`config.mk`:
```
export PLATFORM = sky130hd
export DESIGN_NAME = imem_req_adapter_flat
export DESIGN_NICKNAME = d
export VERILOG_FILES = /design/src/rtl/imem_pkg.sv /design/src/rtl/imem_req_adapter_if.sv /design/src/rtl/imem_rsp_fifo.sv /design/src/rtl/imem_req_adapter.sv /design/src/flat_wrapper.sv
export SDC_FILE = /design/constraint.sdc
export NUM_CORES = 1
export LEC_CHECK = 0
export ABC_CLOCK_PERIOD_IN_PS = 11200
export CAP_MARGIN = 25
export CORE_UTILIZATION = 43
export CTS_CLUSTER_DIAMETER = 30
export DETAILED_ROUTE_END_ITERATION = 12
export DONT_BUFFER_PORTS = 1
export GPL_TIMING_DRIVEN = 0
export MAX_ROUTING_LAYER = met4
export SYNTH_ARGS = -nofsm -noshare
export SYNTH_HDL_FRONTEND = slang
export SYNTH_HIERARCHICAL = 1
export SYNTH_SLANG_ARGS = --single-unit
```
`constraint.sdc`:
```
create_clock -name clk_i -period 11.2 [get_ports clk_i]
set_input_delay 1.12 -clock clk_i [delete_from_list [all_inputs] [get_ports clk_i]]
set_output_delay 1.12 -clock clk_i [all_outputs]
set_load 0.005 [all_outputs]
```
`src/rtl/imem_pkg.sv`:
```
// Shared types and helpers for the instruction-memory request adapter:
// SRAM geometry, response FIFO entry, pending-stage record and address checking.
package imem_pkg;

  localparam int ADDR_W = 13;
  localparam int DATA_W = 32;
  localparam int MASK_W = DATA_W / 8;

  typedef struct packed {
    logic [DATA_W-1:0] rdata;
    logic              err;
  } rsp_entry_t;

  typedef struct packed {
    logic valid;
    logic is_read;
    logic err;
  } pend_t;

  // A byte address faults when it is not word aligned or lies beyond the SRAM.
  function automatic logic addr_err(input logic [31:0] addr);
    return (addr[1:0] != 2'b00) || (addr[31:ADDR_W+2] != '0);
  endfunction

endpackage

```
`src/rtl/imem_req_adapter_if.sv`:
```
// Core-side request/response handshake bundle. The core is the master and the
// adapter the slave.
interface imem_req_adapter_if;
  import imem_pkg::*;

  logic              req_valid;
  logic              req_ready;
  logic [31:0]       req_addr;
  logic              req_we;
  logic [DATA_W-1:0] req_wdata;
  logic [MASK_W-1:0] req_wmask;
  logic              rsp_valid;
  logic              rsp_ready;
  logic [DATA_W-1:0] rsp_rdata;
  logic              rsp_err;

  modport master (
    output req_valid, req_addr, req_we, req_wdata, req_wmask, rsp_ready,
    input  req_ready, rsp_valid, rsp_rdata, rsp_err
  );

  modport slave (
    input  req_valid, req_addr, req_we, req_wdata, req_wmask, rsp_ready,
    output req_ready, rsp_valid, rsp_rdata, rsp_err
  );

endinterface

```
`src/rtl/imem_rsp_fifo.sv`:
```
// In-order circular response FIFO. The caller never pushes when full nor pops
// when empty; the adapter's credit rule and rsp_valid gating guarantee both.
module imem_rsp_fifo
  import imem_pkg::*;
#(
  parameter int DEPTH = 3,
  localparam int PTR_W = $clog2(DEPTH),
  localparam int CNT_W = $clog2(DEPTH + 1)
) (
  input  logic             clk_i,
  input  logic             rst_i,
  input  logic             push_i,
  input  rsp_entry_t       push_data_i,
  input  logic             pop_i,
  output rsp_entry_t       head_o,
  output logic             empty_o,
  output logic             full_o,
  output logic [CNT_W-1:0] count_o
);

  rsp_entry_t       mem_q [DEPTH];
  logic [PTR_W-1:0] wr_ptr_q, wr_ptr_d;
  logic [PTR_W-1:0] rd_ptr_q, rd_ptr_d;
  logic [CNT_W-1:0] count_q, count_d;

  function automatic logic [PTR_W-1:0] next_ptr(input logic [PTR_W-1:0] ptr);
    return (ptr == PTR_W'(DEPTH - 1)) ? '0 : ptr + 1'b1;
  endfunction

  always_comb begin
    wr_ptr_d = wr_ptr_q;
    rd_ptr_d = rd_ptr_q;
    count_d  = count_q;
    if (push_i) wr_ptr_d = next_ptr(wr_ptr_q);
    if (pop_i)  rd_ptr_d = next_ptr(rd_ptr_q);
    case ({push_i, pop_i})
      2'b10:   count_d = count_q + 1'b1;
      2'b01:   count_d = count_q - 1'b1;
      default: count_d = count_q;
    endcase
  end

  always_ff @(posedge clk_i or posedge rst_i) begin
    if (rst_i) begin
      wr_ptr_q <= '0;
      rd_ptr_q <= '0;
      count_q  <= '0;
    end else begin
      wr_ptr_q <= wr_ptr_d;
      rd_ptr_q <= rd_ptr_d;
      count_q  <= count_d;
    end
  end

  // Storage needs no reset: it is only observed through count-qualified outputs.
  always_ff @(posedge clk_i) begin
    if (push_i) mem_q[wr_ptr_q] <= push_data_i;
  end

  assign head_o  = mem_q[rd_ptr_q];
  assign empty_o = (count_q == '0);
  assign full_o  = (count_q == CNT_W'(DEPTH));
  assign count_o = count_q;

endmodule

```
`src/rtl/imem_req_adapter.sv`:
```
// Core fetch/load port to single-port SRAM adapter: checks addresses, drives the
// active-low SRAM strobes, absorbs the one-cycle read latency and response stalls.
module imem_req_adapter
  import imem_pkg::*;
#(
  parameter int RSP_DEPTH = 3
) (
  input  logic               clk_i,
  input  logic               rst_i,
  imem_req_adapter_if.slave  core,
  output logic               sram_csb_o,
  output logic               sram_we_o,
  output logic [ADDR_W-1:0]  sram_addr_o,
  output logic [DATA_W-1:0]  sram_wdata_o,
  output logic [MASK_W-1:0]  sram_wmask_o,
  input  logic [DATA_W-1:0]  sram_rdata_i
);

  localparam int CNT_W = $clog2(RSP_DEPTH + 1);

  logic             req_err;
  logic             fire;
  logic             push;
  logic             pop;
  logic             fifo_empty;
  logic             fifo_full;
  logic [CNT_W-1:0] fifo_count;
  logic [CNT_W:0]   inflight;
  pend_t            pend_q, pend_d;
  rsp_entry_t       push_entry;
  rsp_entry_t       head_entry;

  // Every accepted request owns a FIFO slot from acceptance until its pop, so
  // credits count both queued entries and the one still in the pending stage.
  assign req_err        = addr_err(core.req_addr);
  assign inflight       = {1'b0, fifo_count} + {{CNT_W{1'b0}}, pend_q.valid};
  assign core.req_ready = !rst_i && (inflight < (CNT_W+1)'(RSP_DEPTH));
  assign fire           = core.req_valid && core.req_ready;

  assign sram_csb_o   = !(fire && !req_err);
  assign sram_we_o    = !(fire && core.req_we && !req_err);
  assign sram_addr_o  = core.req_addr[ADDR_W+1:2];
  assign sram_wdata_o = core.req_wdata;
  assign sram_wmask_o = core.req_wmask;

  always_comb begin
    pend_d = '0;
    if (fire) begin
      pend_d.valid   = 1'b1;
      pend_d.is_read = !core.req_we;
      pend_d.err     = req_err;
    end
  end

  always_ff @(posedge clk_i or posedge rst_i) begin
    if (rst_i) pend_q <= '0;
    else       pend_q <= pend_d;
  end

  // Writes and faults still occupy a slot so responses stay strictly in order.
  always_comb begin
    push_entry       = '0;
    push_entry.rdata = (pend_q.is_read && !pend_q.err) ? sram_rdata_i : '0;
    push_entry.err   = pend_q.err;
  end

  assign push = pend_q.valid && !fifo_full;
  assign pop  = core.rsp_valid && core.rsp_ready;

  imem_rsp_fifo #(
    .DEPTH (RSP_DEPTH)
  ) u_fifo (
    .clk_i       (clk_i),
    .rst_i       (rst_i),
    .push_i      (push),
    .push_data_i (push_entry),
    .pop_i       (pop),
    .head_o      (head_entry),
    .empty_o     (fifo_empty),
    .full_o      (fifo_full),
    .count_o     (fifo_count)
  );

  assign core.rsp_valid = !fifo_empty;
  assign core.rsp_rdata = fifo_empty ? '0 : head_entry.rdata;
  assign core.rsp_err   = fifo_empty ? 1'b0 : head_entry.err;

endmodule

```
`src/flat_wrapper.sv`:
```
// flat-port wrapper written by rule: the top's interface ports become plain ports
module imem_req_adapter_flat import imem_pkg::*;
#(
  parameter int RSP_DEPTH = 3
)
  (clk_i, rst_i, sram_csb_o, sram_we_o, sram_addr_o, sram_wdata_o, sram_wmask_o, sram_rdata_i, core_req_valid, core_req_addr, core_req_we, core_req_wdata, core_req_wmask, core_rsp_ready, core_req_ready, core_rsp_valid, core_rsp_rdata, core_rsp_err);
  imem_req_adapter_if core_i ();
  input  logic clk_i;
  input  logic rst_i;
  output logic sram_csb_o;
  output logic sram_we_o;
  output logic [ADDR_W-1:0] sram_addr_o;
  output logic [DATA_W-1:0] sram_wdata_o;
  output logic [MASK_W-1:0] sram_wmask_o;
  input  logic [DATA_W-1:0] sram_rdata_i;
  input wire logic [$bits(core_i.req_valid)-1:0] core_req_valid;
  input wire logic [$bits(core_i.req_addr)-1:0] core_req_addr;
  input wire logic [$bits(core_i.req_we)-1:0] core_req_we;
  input wire logic [$bits(core_i.req_wdata)-1:0] core_req_wdata;
  input wire logic [$bits(core_i.req_wmask)-1:0] core_req_wmask;
  input wire logic [$bits(core_i.rsp_ready)-1:0] core_rsp_ready;
  output wire logic [$bits(core_i.req_ready)-1:0] core_req_ready;
  output wire logic [$bits(core_i.rsp_valid)-1:0] core_rsp_valid;
  output wire logic [$bits(core_i.rsp_rdata)-1:0] core_rsp_rdata;
  output wire logic [$bits(core_i.rsp_err)-1:0] core_rsp_err;
  assign core_i.req_valid = core_req_valid;
  assign core_i.req_addr = core_req_addr;
  assign core_i.req_we = core_req_we;
  assign core_i.req_wdata = core_req_wdata;
  assign core_i.req_wmask = core_req_wmask;
  assign core_i.rsp_ready = core_rsp_ready;
  assign core_req_ready = core_i.req_ready;
  assign core_rsp_valid = core_i.rsp_valid;
  assign core_rsp_rdata = core_i.rsp_rdata;
  assign core_rsp_err = core_i.rsp_err;
  imem_req_adapter #(.RSP_DEPTH(RSP_DEPTH)) u_core (.clk_i(clk_i), .rst_i(rst_i), .core(core_i), .sram_csb_o(sram_csb_o), .sram_we_o(sram_we_o), .sram_addr_o(sram_addr_o), .sram_wdata_o(sram_wdata_o), .sram_wmask_o(sram_wmask_o), .sram_rdata_i(sram_rdata_i));
endmodule
```
# After elaboration in Yosys (flattened, before gate mapping)
# Memory sizes are Yosys's and may differ from the RTL's.
# Index checks and enable logic that the tools add are counted.
# Widths: inputs -> output; s select.
[totals] out_inout_bits=86 reg_bits=9 elab_cells=48 ramBits=99 input_bits=105 mem_count=1
[op_classes] n_reduce_logical=21 n_eq_ne=5 n_addsub=5 muxes=9 magnitude_cmp=1
[memory_table] name="u_core.u_fifo.mem_q" depth=3 word_bits=33 read_ports=1 rd_clocked_by_memory_dff=0 wr=1 line_no="imem_rsp_fifo.sv:21" rtl="rsp_entry_t mem_q [DEPTH];"
[op_table] op="$mux 32" n=2
[op_table] op="$reduce_bool 17->1" n=1
[op_table] op="$eq 2x2->1 const B" n=4
[op_table] op="$logic_and 1x1->1" n=8
[op_table] op="$logic_not 1->1" n=8
[op_table] op="$add 2x1->2 const B" n=3
[op_table] op="$mux 2" n=2
[op_table] op="$pmux 2 s2" n=1
[op_table] op="$reduce_bool 2->1" n=2
[op_table] op="$add 2x1->3" n=1
[op_table] op="$lt 3x2->1 const B" n=1
[op_table] op="$mux 1" n=3
[op_table] op="$mux 3" n=1
[op_table] op="$eq 2x1->1 const B" n=1
[op_table] op="$logic_not 2->1" n=1
[op_table] op="$sub 2x1->2 const B" n=1
[op_table] op="$logic_or 1x1->1" n=1

# Logic depth before layout (Yosys ltp)
[depth] depth_word=7 ltp_mapped=7 depth_no_buf=7

# Hierarchy
# The synthesis kept the hierarchy.
[by_module_without_submodules] mod="imem_rsp_fifo" seq_area_each_um2=3123.0 instances=1 cells_each=236 area_per_inst_um2=3976.3
[by_module_without_submodules] mod="imem_req_adapter" seq_area_each_um2=75.1 instances=1 cells_each=144 area_per_inst_um2=1016.0

# Worst setup path before layout
# Ideal clock, no wire load.
[synth_path] path_kind="flip-flop to flip-flop" from="register u_core.u_fifo.count_q[0] (netlist: u_core/u_fifo/count_o[0])" to="memory u_core/u_fifo/mem_q[0][0] (netlist name), enable pin" arrival_ns=3.189 synth_period_minus_slack_ns=3.656 setup_time_ns=0.467 path_stages_with_launch=5 setup_slack_ns=7.544 t_required_ns=10.733 path_buffers=0 cell_sequence="dfrtp_1 and2_1 nor2b_1 inv_1 nor3_1"
[synth_between] elab_chain_len=5
[synth_rtl] item="start: declaration" line_no="imem_rsp_fifo.sv:24" rtl="logic [CNT_W-1:0] count_q, count_d;"
[synth_rtl] item="start signal: assignment" line_no="imem_rsp_fifo.sv:51" rtl="count_q <= count_d;"
[synth_rtl] item="$eq 2x2->1" line_no="imem_rsp_fifo.sv:62" rtl="assign full_o = (count_q == CNT_W'(DEPTH));"
[synth_rtl] item="named net u_core.fifo_full" line_no="imem_req_adapter.sv:26" rtl="logic fifo_full;"
[synth_rtl] item="$logic_not 1->1" line_no="imem_req_adapter.sv:67" rtl="assign push = pend_q.valid && !fifo_full;"
[synth_rtl] item="$logic_and 1x1->1" line_no="imem_req_adapter.sv:67"
[synth_rtl] item="named net u_core.push" line_no="imem_req_adapter.sv:23" rtl="logic push;"
[synth_rtl] item="$mux 1" line_no="imem_rsp_fifo.sv:57" rtl="if (push_i) mem_q[wr_ptr_q] <= push_data_i;"
[synth_rtl] item="$mux 1 (not written as such)" line_no="imem_rsp_fifo.sv:57"
[synth_rtl] item="end: declaration" line_no="imem_rsp_fifo.sv:21"
# The timed path passes the listed nets, and every way through them passes these cells.

# Worst setup path after layout
[layout_path] from="register u_core.u_fifo.count_q[0] (netlist: u_core/u_fifo/count_o[0])" to="output port core_rsp_rdata[24]"
[layout_between] elab_chain_len=2
[layout_rtl] item="$logic_not 2->1" line_no="imem_rsp_fifo.sv:61" rtl="assign empty_o = (count_q == '0);"
[layout_rtl] item="named net u_core.fifo_empty" line_no="imem_req_adapter.sv:25" rtl="logic fifo_empty;"
[layout_rtl] item="$mux 32" line_no="imem_req_adapter.sv:85" rtl="assign core.rsp_rdata = fifo_empty ? '0 : head_entry.rdata;"
[layout_rtl] item="end: declaration" line_no="flat_wrapper.sv:24" rtl="output wire logic [$bits(core_i.rsp_rdata)-1:0] core_rsp_rdata;"
# The timed path passes the listed nets, and every way through them passes these cells.

==> metrics.csv <==
metric,value,unit
status,completed,
arrival,2.08,ns
ys_types,29,
placementRows,38,
endpoint_kind,primary output,
gp_congestion,0.738,
post-route-period-util,28.5,%
layout_setup_ws,8.00,ns
utilization,50.8,%
cts.sinks,108,
drive_gt1_share,21.1,%
grt_pass1_vias,2612,
cts_resized,0,
rsz0062_at_grt,no,
num_vias,2757,
cp-start-kind,flop,
final_cell_mix,"edfxtp_1 (99), buf_4 (51), nor2b_1 (36), nand2_1 (36), mux2i_1 (34)",
power.density,225,nW/um^2
place_worst_setup_slack,8.17,ns
hold_depth,0,
die_area,12000,sq um
final_common_cell,edfxtp_1,
portBuffers,0,
syn_avg_cell_area,13.1,sq um
fin_nets,505,
finalHoldWorstSlack,0.503,ns
r2r_start,u_core/u_fifo/count_o[0],
hp-start,u_core/pend_q[0],
yosys_warnings,6,
syn_area,4990,sq um
root_buffer,clkbuf_16,
drt_first_pass_iters,4,
finalHoldViolations,0,
tritoncts,yes,
htreeDepth,3,
hpwl,6470,um
finClkSkew,0.00939,ns
drt_iter0_drc,87,
die-height,110,um
ios,191,
start_util,45.1,%
r2r-end,u_core/u_fifo/count_o[1],
setup.worst_path.class,flop to primary output,
hold_path_end,u_core/u_fifo/mem_q[2][0],
ff2ff_path_depth,6,
fmax,313,MHz
slew_headroom,53.0,%
tns,0,ns
nFillCells,929,
cts_buffers,9,
cts.path.max_buffers,2,
rrSetupSlack,8.67,ns
clk_pin_slew_worst_paths,0.07,ns
vias_per_cell,5.08,
p_leak,2.12,nW
syn_nets,488,
area_growth,12.8,%
cap_viol_max_count,0,
grt_pass1_wl,14000,um
synthCells,380,
cts_setup_buffers,0,
worstPathRequired,10.08,ns
setup_violations,0,
drtAntennaViolNets,0,
die_w,110,um
clk-insertion-delay-late,0.34,ns
wl_per_cell,17.2,um
min_period,3.20,ns
worst_slew_pin_slew,0.702,ns
synth_seq_cells,108,
grt_usage,16.9,%
wirelength,9340,um
worstHoldPathType,flop to flop,
grt-ovfl-total,0,
coreArea,11100,sq um
postCtsHoldBufs,0,
slew_viol_final,0,
antenna_found_initial,1,
drc_errors,0,
grt_max_degree,20,
irDropWorstVdd,0.0920,mV
path_max_fanout,10,
synth_seq_area_share,64.1,%
-- critical path, cell delays in order (launching register included) --
cell	delay [ns]
dfrtp_1	0.44
nor2_1	0.58
clkbuf_1	0.55
nor2b_1	0.16
-- sequential cells by signal, summed over array words and instances, names as in the netlist --
register,cells
u_core/u_fifo/mem_q,99
u_core/pend_q,3
u_core/u_fifo/count_o,2
u_core/u_fifo/rd_ptr_q,2
u_core/u_fifo/wr_ptr_q,2
-- stage by stage --
step | power (mW) | area [sq um] | instances
final | 1.27 | 5630 | 543
after global routing | 1.34 | 5630 | 543
after CTS | 1.28 | 5620 | 541
after detailed placement | 0.943 | 5280 | 525
after global placement | 0.924 | 5170 | 520
after floorplan | 0.828 | 4990 | 380
-- worst max path at each step --
| stage | cells after the start | to | slack, ns | from |
|---|---|---|---|---|
| 5_1_grt | 3 | core_rsp_rdata[20] | 7.83 | u_core/u_fifo/count_o[0] |
| 4_1_cts | 3 | core_rsp_rdata[21] | 7.98 | u_core/u_fifo/count_o[0] |
| 3_5_place_dp | 3 | sram_we_o | 8.17 | core_req_addr[1] |
| 6_report | 3 | core_rsp_rdata[24] | 8.00 | u_core/u_fifo/count_o[0] |
| 3_3_place_gp | 4 | u_core/u_fifo/mem_q[0][18] | 5.71 | u_core/u_fifo/count_o[0] |
| 2_1_floorplan | 4 | u_core/u_fifo/mem_q[0][0] | 7.54 | u_core/u_fifo/count_o[0] |
-- cell type report --
| cell class | instances | area, sq um | area share (%) |
|---|---|---|---|
| Inverter | 6 | 22.5 | 0.400 |
| Buffer | 66 | 498 | 8.85 |
| Tap cell | 140 | 175 | 3.11 |
| Multi-Input combinational cell | 200 | 1290 | 23.0 |
| Clock buffer | 9 | 225 | 4.00 |
| Clock inverter | 7 | 106 | 1.89 |
| Sequential cell | 108 | 3200 | 56.8 |
| Timing Repair Buffer | 6 | 108 | 1.91 |
| Antenna cell | 1 | 2.50 | 0.0445 |
-- cells in the mapped netlist (all sizes together) --
master	count	area (sq um)
edfxtp	99	2970
buf	57	464
nand2	36	135
nor2b	36	225
mux2i	34	340
o21ai	34	170
and2	33	206
clkbuf	9	33.8
dfrtp	9	225
inv	6	22.5
nor2	6	30.0
ha	3	37.5
a21o	2	15.0
nand2b	2	12.5
nor3	2	10.0
nor4	2	12.5
or4	2	22.5
xnor2	2	17.5
a211oi	1	7.51
a21oi	1	5.00
and3	1	6.26
nand3	1	5.00
nand4	1	6.26
xor2	1	8.76
-- power by group --
part | total [mW] | switching [mW] | internal, mW
clock | 0.343 | 0.143 | 0.200
combinational | 0.405 | 0.234 | 0.171
sequential | 0.520 | 0.0219 | 0.498
total | 1.27 | 0.399 | 0.869
-- metal layers --
layer / vias to the layer above / GRT usage (%) / routed length, um
met4: 0 / 4.86 / 89
li1: 1314 / - / -
met2: 128 / 28.2 / 4760
met5: - / - / 0
met3: 10 / 4.62 / 616
met1: 1305 / 20.0 / 3870
-- cells by family (layout without fill, tap and decap cells) --
kind of cell	count (synthesis)	in the layout	share of synthesized area, %
compound gates	38	38	3.96
xor+xnor	3	3	0.526
fa+ha+maj	3	3	0.752
buf+inv	72	94	10.4
flops	108	108	64.1
mux	34	34	6.82
other cells	0	1	0
simple gates	122	122	13.5
No activity file was read; power rests on OpenSTA's default activity.
==> variant 1 (same flow settings) <==
Register the output `core.rsp_err`, without a reset; this adds one clock of latency there.
--- a/src/rtl/imem_req_adapter.sv
+++ b/src/rtl/imem_req_adapter.sv
@@ -83,7 +83,9 @@
 
   assign core.rsp_valid = !fifo_empty;
   assign core.rsp_rdata = fifo_empty ? '0 : head_entry.rdata;
-  assign core.rsp_err   = fifo_empty ? 1'b0 : head_entry.err;
+  always_ff @(posedge clk_i) begin
+    core.rsp_err <= fifo_empty ? 1'b0 : head_entry.err;
+  end
 
 endmodule
 
Behaviour: not the same (Yosys sat finds a counterexample within 4 cycles, from zero or initial values and one cycle with rst_i high).
==> variant 1 against the original RTL <==
  * Clock power fell by 9.3%
  * First-iteration DRC count increased by 98%
  * Worst setup slack got worse by 0.032 ns
  * Via count fell by 0.18%
  * Final area shrank 0.38%
  * Sequential cell count up 1
  * Global-route usage is 0.49 points higher
  * Synthesized area rose by 0.40%
  * Power down 2.1%
  * Wire length up 4.4%
  * Final cell count grew 0.55%
  * Clock skew is 0.0012 ns lower
==> variant 1: results (changes against the original RTL) <==
The placed wire-length estimate is 6.926 mm (was 6.473 mm). The switching part of the total came out at 31.73% (was 31.45%). The leakage power is 2.106 nW (was 2.118 nW). The maximum cell stage delay along the critical path was 0.61 ns (was 0.58 ns).

The register-to-register setup slack came out at 8.68 ns (was 8.67 ns). The first-pass GRT wire length came out at 14.28 mm (was 13.97 mm). The adder-cell share of the synthesized area came to 0.7489% (was 0.7519%). The synthesized netlist cell count is 381 (was 380).

The net count of the mapped netlist is 489 (was 488). The filler-free cell count of the finished design is 546 (was 543). The global router's overall resource usage came out at 17.36% (was 16.87%). The number of global-route vias before repair is 2637 (was 2612). The worst hold endpoint is u_core/u_fifo/mem_q[0][0]$_DFFE_PP_ (was u_core/u_fifo/mem_q[2][0]$_DFFE_PP_). The post-synthesis share of cell area spent on xor and xnor gates is 0.5242% (was 0.5263%). The count of cell types in the netlist is 30 (was 29). The synthesized-area fraction occupied by ao, oa, aoi and oai cells is 3.944% (was 3.960%). Status: complete, no violations (unchanged). The critical path arrival came out at 2.11 ns (was 2.08 ns). The peak supply drop is 0.1037 mV (was 0.09202 mV). The number of DRC markers after the initial detailed-route iteration is 172 (was 87).

The total inserted antenna cells is 0 (was 1). The largest net degree at the start of global routing is 27 (was 20). The final hold slack came out at 0.4972 ns (was 0.5028 ns). The portion of the post-synthesis area used by sequential elements was 64.20% (was 64.06%).

The fraction of layout cells with a size suffix above 1 came to 20.84% (was 21.14%). The post-place instance area came out at 0.005308 mm² (was 0.005284 mm²). The clock skew is 0.008235 ns (was 0.009388 ns).
==> variant 1: power by group through the flow <==
| stage | sequential [W] | combinational, W | clock [W] |
|---|---|---|---|
| global route | 0.000532 | 0.000453 | 0.000333 |
| floorplan | 0.000531 | 0.000303 | 0 |
| finish | 0.000526 | 0.000405 | 0.000311 |
| global placement | 0.000537 | 0.000396 | 0 |
| CTS | 0.000526 | 0.000416 | 0.000318 |
| detailed placement | 0.000536 | 0.000415 | 0 |
==> variant 1: layout make-up <==
class	count	area [µm²]
clock inverter	7	75.07
fill	965	5762
tap	143	178.9
multi-input combinational	200	1294
inverter	6	22.52
clock buffer	9	225.2
sequential	109	3218
timing repair buffer	6	96.34
buffer	66	498.0
==> variant 1: metal layers <==
metal | vias up | track usage (%) | share of wire [%]
li1 | 1313 | - | -
met1 | 1302 | 20.10 | 39
met2 | 126 | 30.36 | 53
met3 | 11 | 3.142 | 6.8
met4 | 0 | 5.810 | 1.4
met5 | - | - | 0
==> variant 2 (same flow settings) <==
Without the edit above. `ADDR_W`: 13 -> 14.
--- a/src/rtl/imem_pkg.sv
+++ b/src/rtl/imem_pkg.sv
@@ -2,7 +2,7 @@
 // SRAM geometry, response FIFO entry, pending-stage record and address checking.
 package imem_pkg;
 
-  localparam int ADDR_W = 13;
+  localparam int ADDR_W = 14;
   localparam int DATA_W = 32;
   localparam int MASK_W = DATA_W / 8;
 
Ports: changed (resized sram_addr_o); port bits go from 191 to 192. The function was not compared with the original's and may differ.
==> variant 2 against the original RTL <==
  * Synthesized area about the same
  * Final area down 1.2%
  * Core utilization down 0.63 points
  * Power down 4.2%
  * Via count up 1.1%
  * Worst hold slack better by 0.0083 ns
  * Wire length up 5.9%
  * Worst setup slack worse by 0.029 ns
  * Maximum frequency down 0.89%
  * Sequential cell count unchanged
  * Critical path type unchanged
  * Critical endpoint unchanged
==> variant 2: results (changes against the original RTL) <==
The portion of the post-synthesis area used by sequential elements came to 64.03% (was 64.06%). The total wirelength of the detailed-routed design came out at 9.888 mm (was 9.338 mm). The first-pass GRT wire length is 14.32 mm (was 13.97 mm).

The worst setup slack after placement was 8.139 ns (was 8.170 ns). The largest net degree at the start of global routing is 19 (was 20). The total number of vias is 2786 (was 2757). The multi-input gate area in the final layout came out at 0.001289 mm² (was 0.001294 mm²).

The clock skew came out at 0.003674 ns (was 0.009388 ns). The peak supply drop is 0.09271 mV (was 0.09202 mV). The post-place instance area is 0.005283 mm² (was 0.005284 mm²). The shortest clock period the worst path allows after layout came out at 3.224 ns (was 3.195 ns).

Commonest cells in the netlist: 99 x sky130_fd_sc_hd__edfxtp_1, 52 x sky130_fd_sc_hd__buf_4, 36 x sky130_fd_sc_hd__nand2_1, 36 x sky130_fd_sc_hd__nor2b_1, 34 x sky130_fd_sc_hd__mux2i_1 (was 99 x sky130_fd_sc_hd__edfxtp_1, 51 x sky130_fd_sc_hd__buf_4, 36 x sky130_fd_sc_hd__nand2_1, 36 x sky130_fd_sc_hd__nor2b_1, 34 x sky130_fd_sc_hd__mux2i_1). Largest cells by area after synthesis: sky130_fd_sc_hd__edfxtp_1 60%, sky130_fd_sc_hd__buf_4 7.8%, sky130_fd_sc_hd__mux2i_1 6.8%, sky130_fd_sc_hd__dfrtp_1 4.5%, sky130_fd_sc_hd__nor2b_1 4.5% (was sky130_fd_sc_hd__edfxtp_1 60%, sky130_fd_sc_hd__buf_4 7.7%, sky130_fd_sc_hd__mux2i_1 6.8%, sky130_fd_sc_hd__dfrtp_1 4.5%, sky130_fd_sc_hd__nor2b_1 4.5%). Status: complete, no violations (unchanged). The count of clock-net buffers in the final layout came out at 14 (was 9).

The register-to-register setup slack is 8.70 ns (was 8.67 ns). The per-cell routed wire length is 18.28 µm (was 17.20 µm). The number of antenna violations at the first check in global routing is 0 (was 1). The fraction of layout cells with a size suffix above 1 came out at 20.20% (was 21.14%). The clock network contribution to total cell area was 4.974% (was 5.890%).

The mux cell area share after synthesis came out at 6.814% (was 6.817%). The power density over the cells came out at 218.5 mW/mm² (was 225.3 mW/mm²). The post-synthesis share of cell area spent on xor and xnor gates came out at 0.5261% (was 0.5263%).

The global router's overall resource usage is 17.38% (was 16.87%). The final-stage net count is 504 (was 505).
[variant 2: cell types whose count changed after synthesis, sizes merged]
cell	before	now
buf	57	58
nor2	6	5
nor4	2	3
or4	2	1
[variant 2: power by group]
group | switching [W] | total (W) | leakage [nW] | internal, W
clock | 0.000126 | 0.000289 | 0.133 | 0.000163
combinational | 0.000236 | 0.000405 | 0.924 | 0.000169
sequential | 0.0000224 | 0.000521 | 1.04 | 0.000499
[variant 2: metal layers]
metal | global-route usage [%] | vias to the layer above | part of all wire [%]
met5 | - | - | 0
met4 | 4.000 | 0 | 0.72
met3 | 3.675 | 8 | 5.9
met2 | 31.22 | 123 | 53
met1 | 19.85 | 1351 | 41
li1 | - | 1304 | -
[variant 2: critical path, cell delays in order (launching register included)]
cell	delay, ns
sky130_fd_sc_hd__dfrtp_1	0.44
sky130_fd_sc_hd__nor2_1	0.62
sky130_fd_sc_hd__clkbuf_1	0.54
sky130_fd_sc_hd__nor2b_1	0.17
